===== config.mk =====
export PLATFORM = sky130hd
export DESIGN_NAME = median_result_writer
export DESIGN_NICKNAME = d
export VERILOG_FILES = /design/src/rtl/median_result_writer_pkg.sv /design/src/rtl/median_result_writer_fifo.sv /design/src/rtl/median_result_writer.sv
export SDC_FILE = /design/constraint.sdc
export NUM_CORES = 1
export LEC_CHECK = 0
export ABC_AREA = 1
export BUFFER_PORTS_ARGS = -buffer_cell sky130_fd_sc_hd__clkbuf_2
export CAP_MARGIN = 40
export CORE_ASPECT_RATIO = 1.2
export CORE_MARGIN = 2
export CORE_UTILIZATION = 45
export DETAILED_ROUTE_END_ITERATION = 16
export GPL_TIMING_DRIVEN = 0
export PLACE_DENSITY = 0.65
export SETUP_SLACK_MARGIN = 0.3
export SLEW_MARGIN = 0
export SYNTH_ARGS = -nofsm -noshare
export SYNTH_HDL_FRONTEND = slang
export SYNTH_SLANG_ARGS = --single-unit

===== constraint.sdc =====
create_clock -name clk -period 2.15 [get_ports clk]
set_clock_uncertainty 0.2 [all_clocks]
set_input_delay 0.1075 -clock clk [delete_from_list [all_inputs] [get_ports clk]]
set_output_delay 0.1075 -clock clk [all_outputs]
set_load 0.005 [all_outputs]

===== src/rtl/median_result_writer_pkg.sv =====
// Shared definitions for the median filter write-back path: memory bus
// commands, writer state encoding and output-image geometry.
package median_result_writer_pkg;

    localparam logic [1:0] MEM_IDLE  = 2'b00;
    localparam logic [1:0] MEM_READ  = 2'b01;
    localparam logic [1:0] MEM_WRITE = 2'b10;

    typedef enum logic [1:0] {
        ST_IDLE = 2'd0,
        ST_RUN  = 2'd1,
        ST_WAIT = 2'd2,
        ST_DONE = 2'd3
    } wr_state_e;

    // A WIN x WIN window slid with stride 1 yields IMG-WIN+1 positions per axis.
    function automatic int out_dim(input int img, input int win);
        return img - win + 1;
    endfunction

endpackage


===== src/rtl/median_result_writer_fifo.sv =====
// Small synchronous FIFO decoupling filter result bursts from memory latency.
// FIFO_DEPTH must be a power of two so the pointers wrap without compare logic.
module result_fifo #(
    parameter int DATA_WIDTH = 16,
    parameter int FIFO_DEPTH = 4,
    localparam int AW = (FIFO_DEPTH > 1) ? $clog2(FIFO_DEPTH) : 1,
    localparam int CW = $clog2(FIFO_DEPTH) + 1
) (
    input  logic                  clk,
    input  logic                  rst,
    input  logic                  flush,
    input  logic                  push,
    input  logic                  pop,
    input  logic [DATA_WIDTH-1:0] din,
    output logic [DATA_WIDTH-1:0] dout,
    output logic                  full,
    output logic                  empty,
    output logic [CW-1:0]         count
);

    logic [DATA_WIDTH-1:0] mem_q [FIFO_DEPTH];
    logic [AW-1:0]         rd_q, wr_q;
    logic [CW-1:0]         cnt_q;
    logic                  do_push, do_pop;

    assign full    = (cnt_q == CW'(FIFO_DEPTH));
    assign empty   = (cnt_q == '0);
    assign count   = cnt_q;
    assign dout    = mem_q[rd_q];
    assign do_pop  = pop && !empty;
    // When full, a same-cycle pop frees the head slot that wr_q points at.
    assign do_push = push && (!full || do_pop);

    always_ff @(posedge clk or posedge rst) begin
        if (rst) begin
            rd_q  <= '0;
            wr_q  <= '0;
            cnt_q <= '0;
        end else if (flush) begin
            rd_q  <= '0;
            wr_q  <= '0;
            cnt_q <= '0;
        end else begin
            if (do_push) wr_q <= wr_q + 1'b1;
            if (do_pop)  rd_q <= rd_q + 1'b1;
            case ({do_push, do_pop})
                2'b10:   cnt_q <= cnt_q + 1'b1;
                2'b01:   cnt_q <= cnt_q - 1'b1;
                default: cnt_q <= cnt_q;
            endcase
        end
    end

    always_ff @(posedge clk) begin
        if (do_push && !flush) mem_q[wr_q] <= din;
    end

endmodule


===== src/rtl/median_result_writer.sv =====
// Writes filtered pixels in raster order into the output image region of
// memory, one outstanding bus write at a time, buffered by result_fifo.
module median_result_writer
    import median_result_writer_pkg::*;
#(
    parameter int DATA_WIDTH  = 16,
    parameter int BUS_WIDTH   = 8,
    parameter int IMG_WIDTH   = 7,
    parameter int IMG_HEIGHT  = 7,
    parameter int WINDOW_SIZE = 3,
    parameter int OUT_BASE    = 49,
    parameter int FIFO_DEPTH  = 4
) (
    input  logic                  clk,
    input  logic                  rst,
    input  logic                  wr_start,
    input  logic [DATA_WIDTH-1:0] res_data,
    input  logic                  res_valid,
    output logic [1:0]            mem_rw,
    output logic [BUS_WIDTH-1:0]  mem_addr,
    output logic [DATA_WIDTH-1:0] mem_idata,
    input  logic                  mem_drdy,
    output logic                  busy,
    output logic                  frame_done,
    output logic                  overflow
);

    localparam int OUT_W   = out_dim(IMG_WIDTH, WINDOW_SIZE);
    localparam int OUT_H   = out_dim(IMG_HEIGHT, WINDOW_SIZE);
    localparam int TOTAL   = OUT_W * OUT_H;
    localparam int CNT_W   = $clog2(TOTAL + 1);
    localparam int FIFO_CW = $clog2(FIFO_DEPTH) + 1;

    if (OUT_BASE + TOTAL > (1 << BUS_WIDTH)) begin : g_addr_range_bad
        $error("median_result_writer: OUT_BASE+TOTAL-1 exceeds BUS_WIDTH address space");
    end

    wr_state_e             state_q;
    logic [BUS_WIDTH-1:0]  wptr_q;
    logic [CNT_W-1:0]      written_q;
    logic [1:0]            mem_rw_q;
    logic [BUS_WIDTH-1:0]  mem_addr_q;
    logic [DATA_WIDTH-1:0] mem_idata_q;
    logic                  busy_q, done_q, ovf_q;

    logic                  fifo_full, fifo_empty, fifo_room;
    logic [FIFO_CW-1:0]    fifo_count;
    logic [DATA_WIDTH-1:0] fifo_head;
    logic                  start, pop, push, drop;

    assign start     = wr_start && !busy_q;
    assign pop       = (state_q == ST_RUN) && !fifo_empty;
    assign fifo_room = (fifo_count < FIFO_CW'(FIFO_DEPTH));
    assign push      = res_valid && busy_q && (fifo_room || pop);
    assign drop      = res_valid && busy_q && fifo_full && !pop;

    result_fifo #(.DATA_WIDTH(DATA_WIDTH), .FIFO_DEPTH(FIFO_DEPTH)) u_fifo (
        .clk   (clk),
        .rst   (rst),
        .flush (start),
        .push  (push),
        .pop   (pop),
        .din   (res_data),
        .dout  (fifo_head),
        .full  (fifo_full),
        .empty (fifo_empty),
        .count (fifo_count)
    );

    always_ff @(posedge clk or posedge rst) begin
        if (rst) begin
            state_q     <= ST_IDLE;
            wptr_q      <= '0;
            written_q   <= '0;
            mem_rw_q    <= MEM_IDLE;
            mem_addr_q  <= '0;
            mem_idata_q <= '0;
            busy_q      <= 1'b0;
            done_q      <= 1'b0;
            ovf_q       <= 1'b0;
        end else begin
            if (drop) ovf_q <= 1'b1;
            case (state_q)
                ST_IDLE, ST_DONE: begin
                    if (start) begin
                        state_q   <= ST_RUN;
                        busy_q    <= 1'b1;
                        wptr_q    <= BUS_WIDTH'(OUT_BASE);
                        written_q <= '0;
                        done_q    <= 1'b0;
                        ovf_q     <= 1'b0;
                    end
                end
                ST_RUN: begin
                    if (pop) begin
                        mem_rw_q    <= MEM_WRITE;
                        mem_addr_q  <= wptr_q;
                        mem_idata_q <= fifo_head;
                        state_q     <= ST_WAIT;
                    end
                end
                ST_WAIT: begin
                    // Bus outputs stay frozen until memory acknowledges.
                    if (mem_drdy) begin
                        mem_rw_q  <= MEM_IDLE;
                        wptr_q    <= wptr_q + 1'b1;
                        written_q <= written_q + 1'b1;
                        if (written_q == CNT_W'(TOTAL - 1)) begin
                            state_q <= ST_DONE;
                            busy_q  <= 1'b0;
                            done_q  <= 1'b1;
                        end else begin
                            state_q <= ST_RUN;
                        end
                    end
                end
                default: state_q <= ST_IDLE;
            endcase
        end
    end

    assign mem_rw     = mem_rw_q;
    assign mem_addr   = mem_addr_q;
    assign mem_idata  = mem_idata_q;
    assign busy       = busy_q;
    assign frame_done = done_q;
    assign overflow   = ovf_q;

endmodule


; ---- Word level (Yosys, flattened, before mapping)
; Memory sizes are Yosys's and may differ from the RTL's. A register that Yosys moved wholly into a read port is not among the register bits.
; Index checks and enable logic that the tools add are counted.
[word_totals]
reg_bits = 35
ram_bits = 64
inputBits = 21
out_inout_bits = 29
n_memories = 1
[mem_list]
columns = memory, depth, width, read_ports, rd_clocked_by_memory_dff, write_ports, line
row1 = u_fifo.mem_q, 4, 16, 1, 1, 1, median_result_writer_fifo.sv:21  ; logic [DATA_WIDTH-1:0] mem_q [FIFO_DEPTH];
[classes]
n_addsub = 6
n_lt_le_gt_ge = 1
n_eq_ne = 11
n_mux = 32
n_reduce_logical = 29
[ops]
columns = op, count
row1 = two-way mux 2 bit, 9
row2 = two-way mux 8 bit, 2
row3 = case mux 8 bit (2 select lines), 1
row4 = two-way mux 1 bit, 11
row5 = two-way mux 5 bit, 2
row6 = case mux 5 bit (2 select lines), 1
row7 = logical AND 1 bit, 9
row8 = AND reduction 3 bit, 3
row9 = adder 8 x 1 -> 8 bit (second input constant), 1
row10 = nonzero test 2 bit, 4
row11 = equality test 2 bit (second input constant), 3
row12 = inequality test 2 bit (second input constant), 3
row13 = case mux 2 bit (3 select lines), 1
row14 = case mux 3 bit (2 select lines), 1
row15 = adder 5 x 1 -> 5 bit (second input constant), 1
row16 = equality test 5 bit (second input constant), 1
row17 = zero test 1 bit, 5
row18 = adder 2 x 1 -> 2 bit (second input constant), 2
row19 = equality test 2 x 1 -> 1 bit (second input constant), 2
row20 = case mux 1 bit (2 select lines), 2
row21 = case mux 2 bit (2 select lines), 1
row22 = AND reduction 4 bit, 1
row23 = adder 3 x 1 -> 3 bit (second input constant), 1
row24 = equality test 3 bit (second input constant), 1
row25 = 10 further kinds, 11

; ---- Longest topological paths before layout
; Gate-level depths: netlist of the first run.
[depth]
ltp_word = 9
mapped_depth = 13
ltp_nobuf = 13

; ---- By module
; Synthesis of the first run repeated with hierarchy kept, for this count alone.
[unflattened]
hier_cells = 464
hier_area_um2 = 4924.7
[by_module_without_submodules]
columns = module, n_inst, cells_per_inst, area_per_inst_um2, seq_area_each_um2
row1 = result_fifo, 1, 221, 2911.5, 2097.0
row2 = median_result_writer, 1, 243, 2013.2, 1076.0

; ---- Worst setup path before layout of the first run
; OpenSTA, ideal clock, no wires.
[synth_path]
kind = reg2reg
from = reg state_q[1]
to = mem u_fifo.mem_q[0][0], enable pin
setup_time_ps = 389
arrival_ps = 1734
required_ps = 1561
setup_slack_ps = -172
path_stages_with_launch = 7
period_less_slack_ps = 2322
cell_sequence = dfrtp_1 -> inv_1 -> ha_1 -> inv_1 -> a21oi_1 -> nand2_1 -> nor2_1
[synth_between]
elab_chain_len = 8
[synth_lines]
columns = item, line
row1 = "start, declared", median_result_writer.sv:38  ; wr_state_e state_q;
row2 = "start signal, assigned", median_result_writer.sv:72  ; state_q <= ST_IDLE;
row3 = "start signal, assigned", median_result_writer.sv:86  ; state_q <= ST_RUN;
row4 = "start signal, assigned", median_result_writer.sv:99  ; state_q <= ST_WAIT;
row5 = equality test 2 x 1 -> 1 bit *, median_result_writer.sv:52  ; assign pop = (state_q == ST_RUN) && !fifo_empty;
row6 = logical AND 1 bit *, median_result_writer.sv:52
row7 = logical OR 1 bit / logical AND 1 bit (equally long branches), "median_result_writer.sv:54, median_result_writer_fifo.sv:30"
row8 = logical AND 1 bit / logical OR 1 bit (equally long branches), "median_result_writer.sv:54, median_result_writer_fifo.sv:32"
row9 = logical AND 1 bit *, median_result_writer_fifo.sv:32  ; assign do_push = push && (!full || do_pop);
row10 = logical AND 1 bit *, median_result_writer_fifo.sv:55  ; if (do_push && !flush) mem_q[wr_q] <= din;
row11 = two-way mux 1 bit *, median_result_writer_fifo.sv:55
row12 = two-way mux 1 bit (not written as such) *, median_result_writer_fifo.sv:55
row13 = "end, declared", median_result_writer_fifo.sv:21
; Every way passes the cells marked *; elsewhere a longest branch is shown, timed or not.

; ---- Final worst setup path of the first run
[layout_path]
from = reg state_q[1]
to = reg u_fifo.cnt_q[2], in the netlist u_fifo.count[2]
[layout_between]
elab_chain_len = 8
[layout_lines]
columns = item, line
row1 = equality test 2 x 1 -> 1 bit *, median_result_writer.sv:52
row2 = logical AND 1 bit *, median_result_writer.sv:52
row3 = logical OR 1 bit / logical AND 1 bit (equally long branches), "median_result_writer.sv:54, median_result_writer_fifo.sv:30"
row4 = logical AND 1 bit / logical OR 1 bit (equally long branches), "median_result_writer.sv:54, median_result_writer_fifo.sv:32"
row5 = logical AND 1 bit, median_result_writer_fifo.sv:32
row6 = equality test 2 x 1 -> 1 bit / equality test 2 bit (equally long branches), median_result_writer_fifo.sv:46  ; case ({do_push, do_pop})
row7 = case mux 3 bit (2 select lines), median_result_writer_fifo.sv:46
row8 = two-way mux 3 bit, median_result_writer_fifo.sv:39  ; end else if (flush) begin
row9 = "end signal, assigned", median_result_writer_fifo.sv:47  ; 2'b10: cnt_q <= cnt_q + 1'b1;
row10 = "end signal, assigned", median_result_writer_fifo.sv:48  ; 2'b01: cnt_q <= cnt_q - 1'b1;
row11 = "end signal, assigned", median_result_writer_fifo.sv:49  ; default: cnt_q <= cnt_q;
row12 = "end, declared", median_result_writer_fifo.sv:23  ; logic [CW-1:0] cnt_q;
; Marked as above.
; A chain may end at the register's enable or synchronous reset.

==> run_results.csv, run 1 <==
group,metric,value,unit
sta,tightestPinTransition,564,ps
sta,fin_ws,116,ps
clocking,clockRootBuffer,"clkbuf_16",
worst_setup_path,crit_chain,"inv_2, ha_4, inv_2, nand2_2, nand2_2, nand3_2, fa_2, xor2_2, inv_1, nand2_1, nand2_1, nand3_1, nand2_1",
worst_setup_path,slowest_stage,"fa_2",
synthesis,muxShareOfSynthArea,0,
synthesis,syn-num-nets,496,
floorplanning,die_x,99.3,um
global_route,antenna_found_initial,0,
layout,nFillCells,844,
placed_design,portBuffers,48,
status,status,"finished clean",
layout,final_common_cell,"nor2_1",
clocking,htree_levels,4,
worst_setup_path,reg2reg_slack,120,ps
synthesis,synth_top_family_by_area,"simple AND/OR/NAND/NOR gates",
synthesis,synth_compound_area_frac,0.100,
sta,slew_viol_final,0,
worst_setup_path,cp_max_fo,2,
worst_setup_path,cpMostUsedCell,"nand2_1",
routing,wl_per_cell,15.7,um
routing,via_per_inst,5.08,
layout,drive_above_1_share,0.288,
worst_setup_path,critPathCaptureType,"flop",
sta,fmax,0.492,GHz
clocking,cts_sinks,114,
synthesis,synth_area,4910,um^2
sta,hold_viol_final,0,
floorplanning,start_util,0.464,
layout,nets,609,
floorplanning,core_region_area,10600,um^2
pwr,pwr_density_cell,1490,nW/um^2
synthesis,syn_inst,464,
floorplanning,rows,41,
placed_design,placed_area,5370,um^2
synthesis,avgSynthCellArea,10.6,um^2
layout,multiInputGateArea,1620,um^2
layout,diodes,0,
routing,dr.pass1.iters,4,
synthesis,synth_simple_gate_area_frac,0.160,
global_route,grt_usage,0.198,
routing,drc,0,
routing,drtIter0Drc,147,
clocking,clock_latency,400,ps
global_route,grt_pass1_wl,17800,um
worst_hold_path,hold_class,"in2async",
pwr,power,9.82,mW
global_route,gr-total-overflow,0,
synthesis,yosysSeqAreaShare,0.646,
sta,setup_violations,0,
synthesis,synth_seq_cells,114,
synthesis,synth_enable_flop_cells,64,
clocking,cts_buffer_depth,2,
sta,relSlewSlack,0.624,
floorplanning,die_h,118,um
run,maxCapViolCount,0,
pwr,p_leak,2.76,nW
sta,finalCriticalPeriod,2030,ps
placed_design,preCtsSetupSlack,-123,ps
layout,final_cell_mix,"87 x nor2_1, 64 x edfxtp_1, 50 x clkbuf_2",
placed_design,place_congestion,0.793,
routing,vias,3653,
worst_setup_path,crit_family,"adder cells",
layout,stdcell_area,6610,um^2
synthesis,synth_flop_cell,"edfxtp_1",
worst_setup_path,cp_data_arrival_time,2120,ps
worst_setup_path,critPathMaxStageDelay,370,ps
pwr,ir_drop,861,uV
synthesis,synthDistinctLibCells,34,
clocking,numCtsBuffers,17,
synthesis,synthXorXnorAreaFrac,0.00357,
layout,register_area,3170,um^2
routing,postRouteWirelength,11300,um
worst_setup_path,path_class,"reg2reg",
placed_design,dp_hpwl,6840,um
global_route,grt_max_degree,38,
synthesis,async_flop_share,0.439,
layout,synthToLayoutAreaGrowth,34.6,%
global_route,grt_pass1_vias,3636,
floorplanning,io_pins,50,
synthesis,ys_warn_count,0,
sta,period_share,0.946,
worst_setup_path,worstPathRequired,2240,ps
routing,ant_nets,0,
synthesis,synth_adder_area_share,0.0296,
worst_setup_path,path_buf_inv,3,
worst_setup_path,cp-start-kind,"flop",
clocking,cts_tree,"yes",
floorplanning,dieArea,11800,um^2
clocking,clk_pin_slew_worst_paths,50,ps
sta,rsz0062_at_grt,"true",
## report_power, final
| group | switching (mW) | internal, mW |
|---|---|---|
| Sequential | 0.290 | 2.85 |
| Combinational | 2.24 | 1.66 |
| Clock | 0.964 | 1.81 |
## metrics by stage
stage | instances | utilization | hold slack (ps) | TNS [ps]
final | 719 | 0.625 | 9.35 | 0
after global routing | 719 | 0.625 | 27.2 | 0
after CTS | 709 | 0.604 | 11.5 | 0
after detailed placement | 642 | 0.508 | -114 | -6530
after global placement | 641 | 0.507 | 119 | -9410
after floorplan | 464 | - | 6.37 | 0
## layout make-up
type	instances	share of cell area
sequential	114	0.481
timing repair buffer	94	0.113
clock buffer	18	0.0650
buffer	20	0.0222
multi-input combinational	290	0.246
clock inverter	14	0.0250
tap	129	0.0244
inverter	40	0.0246
## flip-flops by register name (all words and copies together) (netlist names)
register	flops
busy	1
mem_idata	16
mem_addr	8
u_fifo.rd_q	2
u_fifo.count	3
wptr_q	8
mem_rw	1
state_q	2
frame_done	1
overflow	1
written_q	5
u_fifo.mem_q	64
u_fifo.wr_q	2
## synthesized netlist by cell type (5+ instances only)
cell | n | area share
edfxtp_1 | 64 | 0.39
dfrtp_1 | 50 | 0.25
nand4_1 | 6 | 0.0076
a21oi_1 | 5 | 0.0051
clkbuf_1 | 5 | 0.0038
o21ai_0 | 52 | 0.053
nand3_1 | 22 | 0.022
nor2_1 | 94 | 0.072
o21ai_1 | 8 | 0.0082
buf_6 | 6 | 0.014
nand2_1 | 59 | 0.045
ha_1 | 10 | 0.025
inv_1 | 36 | 0.028
buf_2 | 8 | 0.0082
a31oi_1 | 16 | 0.020
## path summary, 6_finish.rpt
kind                                        start                           to  cells after the start
max reg2reg                state_q[1]$_DFFE_PP0P_  u_fifo.count[2]$_DFFE_PP0P_                     13
max                        state_q[1]$_DFFE_PP0P_  u_fifo.count[2]$_DFFE_PP0P_                     13
min                                           rst      mem_addr[4]$_DFFE_PP0P_                      3
min in group clk                        res_valid  u_fifo.count[0]$_DFFE_PP0P_                      6
max in group asynchronous                     rst  u_fifo.count[2]$_DFFE_PP0P_                      4
min reg2reg                frame_done$_DFFE_PP0P_       frame_done$_DFFE_PP0P_                      2
## per-layer routing
layer  track usage  vias to the layer above  share of wire
met5             0                        -              0
met4        0.0591                        0         0.0098
met3        0.0514                       10          0.047
met2         0.345                      100           0.53
met1         0.239                     1750           0.41
li1              -                     1793              -
## timing repair
action	CTS	global route
gates resized for setup	9	46
hold buffers	20	0
gates cloned	0	2
hold endpoints to repair	122	0
buffers inserted	15	8
setup endpoints to repair	75	95
pin swaps	10	10
## worst min-delay path: cells and delay by family
| kind | cells | cell delay, ps |
|---|---|---|
| buffers and inverters | 3 | 910 |
## logic make-up after synthesis
logic type      after synthesis
compound gates               88
other cells                   1
fa+ha+maj                    11
flops                       114
buf+inv                      60
simple gates                188
xor+xnor                      2
Note: power is estimated with default switching activity, not from simulation.
==> run 2: changes to the inputs <==
--- a/config.mk
+++ b/config.mk
@@ -11,6 +11,7 @@
 export CORE_ASPECT_RATIO = 1.2
 export CORE_MARGIN = 2
 export CORE_UTILIZATION = 45
+export CTS_BUF_LIST = sky130_fd_sc_hd__clkbuf_16
 export DETAILED_ROUTE_END_ITERATION = 16
 export GPL_TIMING_DRIVEN = 0
 export PLACE_DENSITY = 0.65
==> run 2 against run 1 <==
Clock-buffer cell count shrank 1. Sequential share of layout area stayed put. Global-route usage unchanged. Critical path depth unchanged. Power about the same. Via count shrank 0.33%. Worst hold slack improved by 1.2 ps. Combinational power hardly changed. Setup slack improved by 1.2 ps. Final cell count is the same. Largest power group unchanged.
==> run_results.csv, run 2 (synthesized netlist as in run 1, its figures left out) <==
group,metric,value,unit
layout,fin_util,0.625,
sta,fin_ws,117,ps
routing,wl_per_cell,15.7,um
clocking,cts_buffer_depth,2,
layout,diodes,0,
routing,wl_met3,563,um
placed_design,numPlacedInstances,642,
status,status,"finished clean",
sta,period_share,0.946,
clocking,cts_sinks,114,
floorplanning,start_util,0.464,
global_route,grt_usage,0.198,
sta,setup_violations,0,
worst_setup_path,cp_data_arrival_time,2120,ps
floorplanning,die_h,118,um
layout,final_cell_mix,"87 x nor2_1, 64 x edfxtp_1, 50 x clkbuf_2",
placed_design,place_congestion,0.793,
worst_setup_path,critPathCaptureType,"flop",
layout,nets,609,
sta,fmax,0.492,GHz
floorplanning,die_x,99.3,um
worst_setup_path,cp_max_fo,2,
layout,stdcell_count,719,
worst_setup_path,slowest_stage,"fa_2",
floorplanning,dieArea,11800,um^2
routing,wirelength_met1,4540,um
sta,rsz0062_at_grt,"true",
sta,tightestPinTransition,559,ps
clocking,htree_levels,4,
worst_setup_path,cpMostUsedCell,"nand2_1",
sta,worst_hold_slack,10.5,ps
floorplanning,io_pins,50,
layout,nFillCells,844,
layout,regMostFlops,"u_fifo.mem_q",
global_route,antenna_found_initial,0,
placed_design,dp_hpwl,6840,um
clocking,clockRootBuffer,"clkbuf_16",
routing,wl_met2,6030,um
layout,final_common_cell,"nor2_1",
clocking,cts_tree,"yes",
pwr,pwr_density_cell,1490,nW/um^2
worst_setup_path,cp-start-kind,"flop",
worst_setup_path,worstPathRequired,2240,ps
routing,drc,0,
worst_setup_path,crit_family,"adder cells",
layout,stdcell_area,6610,um^2
worst_hold_path,hold_class,"in2async",
global_route,grt_pass1_vias,3638,
sta,slew_viol_final,0,
placed_design,preCtsSetupSlack,-123,ps
worst_setup_path,path_buf_inv,3,
worst_setup_path,path_class,"reg2reg",
clocking,numCtsBuffers,17,
layout,drive_above_1_share,0.288,
sta,finalCriticalPeriod,2030,ps
worst_setup_path,crit_chain,"inv_2, ha_4, inv_2, nand2_2, nand2_2, nand3_2, fa_2, xor2_2, inv_1, nand2_1, nand2_1, nand3_1, nand2_1",
global_route,gr-total-overflow,0,
global_route,grt_max_degree,38,
routing,postRouteWirelength,11300,um
routing,vias,3641,
layout,largest_reg_flops,64,
routing,ant_nets,0,
layout,synthToLayoutAreaGrowth,34.6,%
sta,relSlewSlack,0.628,
worst_setup_path,critPathMaxStageDelay,370,ps
pwr,ir_drop,862,uV
global_route,grt_pass1_wl,17800,um
routing,dr.pass1.iters,4,
routing,drtIter0Drc,154,
routing,routed.top_layer,"met4",
placed_design,portBuffers,48,
clocking,clock_latency,400,ps
floorplanning,core_region_area,10600,um^2
placed_design,placed_area,5370,um^2
run,maxCapViolCount,0,
floorplanning,rows,41,
clocking,clk_pin_slew_worst_paths,50,ps
pwr,p_leak,2.76,nW
routing,via_per_inst,5.06,
sta,hold_viol_final,0,
[run 2: cell types whose count changed in the layout (fill, tap and decap cells not counted), sizes merged]
| cell | change |
|---|---|
| clkbuf | -1 |
| inv | +1 |
[run 2: layout make-up]
cell class | instances | area, um^2 | share of cell area
clock inverters | 15 | 169 | 0.0256
repair buffers | 94 | 743 | 0.113
multi-input cells | 290 | 1620 | 0.246
well taps | 129 | 161 | 0.0244
plain buffers | 20 | 146 | 0.0222
clock buffers | 17 | 425 | 0.0644
inverters | 40 | 163 | 0.0246
flip-flops and latches | 114 | 3170 | 0.481
[run 2: what timing repair did]
item,4_1_cts,5_1_grt
cloned,0,2
hold buffers,20,0
setup endpoints to repair,75,95
setup buffers,15,8
endpoints found under the hold margin,122,0
resized for setup,9,46
pin swaps,10,10
[run 2: worst register-to-register path: stages, from the launching register on]
cell     delay (ps)
dfrtp_1         360
inv_2            80
ha_4            170
inv_2            50
nand2_2          50
nand2_2          80
nand3_2          90
fa_2            370
xor2_2          170
inv_1            60
nand2_1          70
nand2_1          60
nand3_1          70
nand2_1          50
[run 2: routing by layer]
layer,vias to the layer above,global-route usage
met2,105,0.345
met3,13,0.0514
li1,1793,-
met5,-,0
met4,0,0.0591
met1,1730,0.239
[run 2: worst paths after layout]
kind / start / end / slack [ps] / cells after the start
worst max-delay path: state_q[1]$_DFFE_PP0P_ / u_fifo.count[2]$_DFFE_PP0P_ / 120 / 13
min in group clk: res_valid / u_fifo.count[0]$_DFFE_PP0P_ / 50 / 6
worst max register to register: state_q[1]$_DFFE_PP0P_ / u_fifo.count[2]$_DFFE_PP0P_ / 120 / 13
worst min-delay path: rst / mem_addr[4]$_DFFE_PP0P_ / 10 / 3
max in group asynchronous: rst / u_fifo.count[2]$_DFFE_PP0P_ / 1210 / 4
worst min register to register: frame_done$_DFFE_PP0P_ / frame_done$_DFFE_PP0P_ / 260 / 2
[run 2: power breakdown]
part	total [mW]	internal (mW)	switching (mW)
sequential	3.14	2.85	0.290
clock	2.77	1.81	0.965
combinational	3.90	1.66	2.24
[run 2: stage by stage]
stage	total power, mW	setup TNS, ps
after detailed placement	6.16	-6530
final	9.82	0
after floorplan	5.20	0
after global placement	6.05	-9410
after global routing	10.5	0
after CTS	9.36	0
==> run 3: changes to the inputs <==
--- a/config.mk
+++ b/config.mk
@@ -14,7 +14,7 @@
 export CTS_BUF_LIST = sky130_fd_sc_hd__clkbuf_16
 export DETAILED_ROUTE_END_ITERATION = 16
 export GPL_TIMING_DRIVEN = 0
-export PLACE_DENSITY = 0.65
+export PLACE_DENSITY = 0.69
 export SETUP_SLACK_MARGIN = 0.3
 export SLEW_MARGIN = 0
 export SYNTH_ARGS = -nofsm -noshare
==> run 3 against run 2 <==
The run now ends with hold timing left. Worst hold slack got worse by 12 ps. Final cell count rose by 0.28%. First-iteration DRC count rose by 35%. Die area did not move. Clock-buffer cell count did not move. Global-route usage fell by 0.17 points. Core utilization fell by 1.4 points. Clock power fell by 9.4%. Sequential share of layout area rose by 1.1 points. Final area fell by 2.2%. Combinational power fell by 6.2%. Non-clock buffer count rose by 2. Critical endpoint unchanged. Largest power group unchanged.
==> run_results.csv, run 3 (synthesized netlist as in run 1, its figures left out) <==
group,metric,value,unit
status,status,"finished with violations",
status,failed_checks,"hold timing",
routing,postRouteWirelength,11000,um
sta,rsz0062_at_grt,"true",
worst_setup_path,critPathMaxStageDelay,420,ps
worst_setup_path,worstPathRequired,2240,ps
worst_setup_path,cp_data_arrival_time,2090,ps
layout,nFillCells,861,
floorplanning,dieArea,11800,um^2
worst_setup_path,crit_chain,"ha_4, inv_4, nand2_2, nand2_2, nand3_2, fa_2, xor2_2, inv_1, nand2_1, nand2_1, nand3_1, nand2_1",
global_route,grt_pass1_vias,3659,
pwr,pwr_density_cell,1440,nW/um^2
floorplanning,die_x,99.3,um
clocking,cts_sinks,114,
worst_setup_path,cp_max_fo,3,
layout,synthToLayoutAreaGrowth,31.6,%
sta,hold_viol_final,2,
routing,vias,3708,
worst_setup_path,crit_family,"adder cells",
layout,diodes,0,
pwr,ir_drop,831,uV
clocking,clk_pin_slew_worst_paths,60,ps
layout,nets,611,
worst_setup_path,path_buf_inv,2,
worst_setup_path,slowest_stage,"dfrtp_1",
routing,ant_nets,0,
layout,final_common_cell,"nor2_1",
sta,setup_violations,0,
layout,final_cell_mix,"89 x nor2_1, 64 x edfxtp_1, 56 x nand2_1",
sta,tightestPinTransition,540,ps
placed_design,place_congestion,0.822,
routing,drc,0,
global_route,grt_pass1_wl,17800,um
routing,dr.pass1.iters,4,
run,maxCapViolCount,0,
clocking,clock_latency,400,ps
layout,largest_reg_flops,64,
sta,finalCriticalPeriod,2000,ps
clocking,htree_levels,4,
sta,worst_hold_slack,-1.01,ps
worst_hold_path,hold_class,"in2async",
worst_setup_path,cp-start-kind,"flop",
global_route,grt_max_degree,39,
floorplanning,core_region_area,10600,um^2
clocking,clockRootBuffer,"clkbuf_16",
worst_setup_path,crit_start,"state_q[0]$_DFFE_PP0P_",
clocking,cts_buffer_depth,2,
floorplanning,io_pins,50,
global_route,grt_usage,0.196,
worst_setup_path,path_class,"reg2reg",
placed_design,preCtsSetupSlack,-113,ps
floorplanning,rows,41,
sta,period_share,0.930,
placed_design,dp_hpwl,6750,um
sta,fmax,0.500,GHz
pwr,p_leak,2.72,nW
routing,wl_per_cell,15.2,um
floorplanning,start_util,0.464,
worst_setup_path,cpMostUsedCell,"nand2_1",
global_route,gr-total-overflow,0,
layout,regMostFlops,"u_fifo.mem_q",
worst_setup_path,critPathCaptureType,"flop",
floorplanning,die_h,118,um
clocking,numCtsBuffers,17,
sta,relSlewSlack,0.640,
worst_setup_path,reg2reg_from,"state_q[0]$_DFFE_PP0P_",
sta,fin_ws,151,ps
routing,drtIter0Drc,208,
sta,slew_viol_final,0,
layout,drive_above_1_share,0.267,
routing,via_per_inst,5.14,
layout,register_area,3170,um^2
placed_design,portBuffers,48,
clocking,cts_tree,"yes",
layout,multiInputGateArea,1550,um^2
global_route,antenna_found_initial,0,
sta,tns,0,ps
[run 3: path summary, 6_finish.rpt]
kind | end | slack (ps) | depth (start not counted)
setup / recovery | u_fifo.count[2]$_DFFE_PP0P_ | 150 | 12
hold / removal | mem_idata[12]$_DFFE_PP0P_ | -1 | 3
setup reg to reg | u_fifo.count[2]$_DFFE_PP0P_ | 150 | 12
hold reg to reg | frame_done$_DFFE_PP0P_ | 280 | 2
max in group asynchronous | u_fifo.count[2]$_DFFE_PP0P_ | 1250 | 4
min in group clk | u_fifo.mem_q[0][6]$_DFFE_PP_ | 260 | 2
[run 3: tightest hold or removal path, cell delays in order]
cell           delay [ps]
dlygate4sd3_1         530
clkbuf_2              110
inv_2                 260
[run 3: power by group]
part / internal (mW) / switching (mW)
Combinational: 1.54 / 2.12
Sequential: 2.85 / 0.285
Clock: 1.48 / 1.03
[run 3: cell type report]
class	count	share of cell area
clock buffers	17	0.0659
clock inverters	15	0.0174
inverters	40	0.0252
well taps	129	0.0250
plain buffers	20	0.0223
flip-flops and latches	114	0.491
multi-input cells	290	0.240
repair buffers	96	0.113
[run 3: routing by layer]
metal | track usage | share of wire | wire [um] | up-vias
met5 | 0 | 0 | 0 | -
met4 | 0.0711 | 0.013 | 148 | 0
met3 | 0.0473 | 0.060 | 654 | 16
met2 | 0.336 | 0.51 | 5560 | 136
met1 | 0.239 | 0.42 | 4600 | 1751
li1 | - | - | - | 1805
[run 3: repair_timing]
item | 4_1_cts | 5_1_grt
setup endpoints to repair | 75 | 96
hold buffers | 20 | 0
gates resized for setup | 15 | 16
setup buffers | 20 | 5
pin swaps | 12 | 3
hold endpoints to repair | 122 | 0
cloned | 2 | 0
[run 3: metrics by stage]
stage	instances	power [mW]	util	cell area (um^2)
after floorplan	464	5.20	-	4950
after global placement	641	6.05	0.507	5350
after detailed placement	642	6.15	0.508	5370
after CTS	716	9.18	0.605	6390
after global routing	721	9.91	0.611	6460
final	721	9.30	0.611	6460
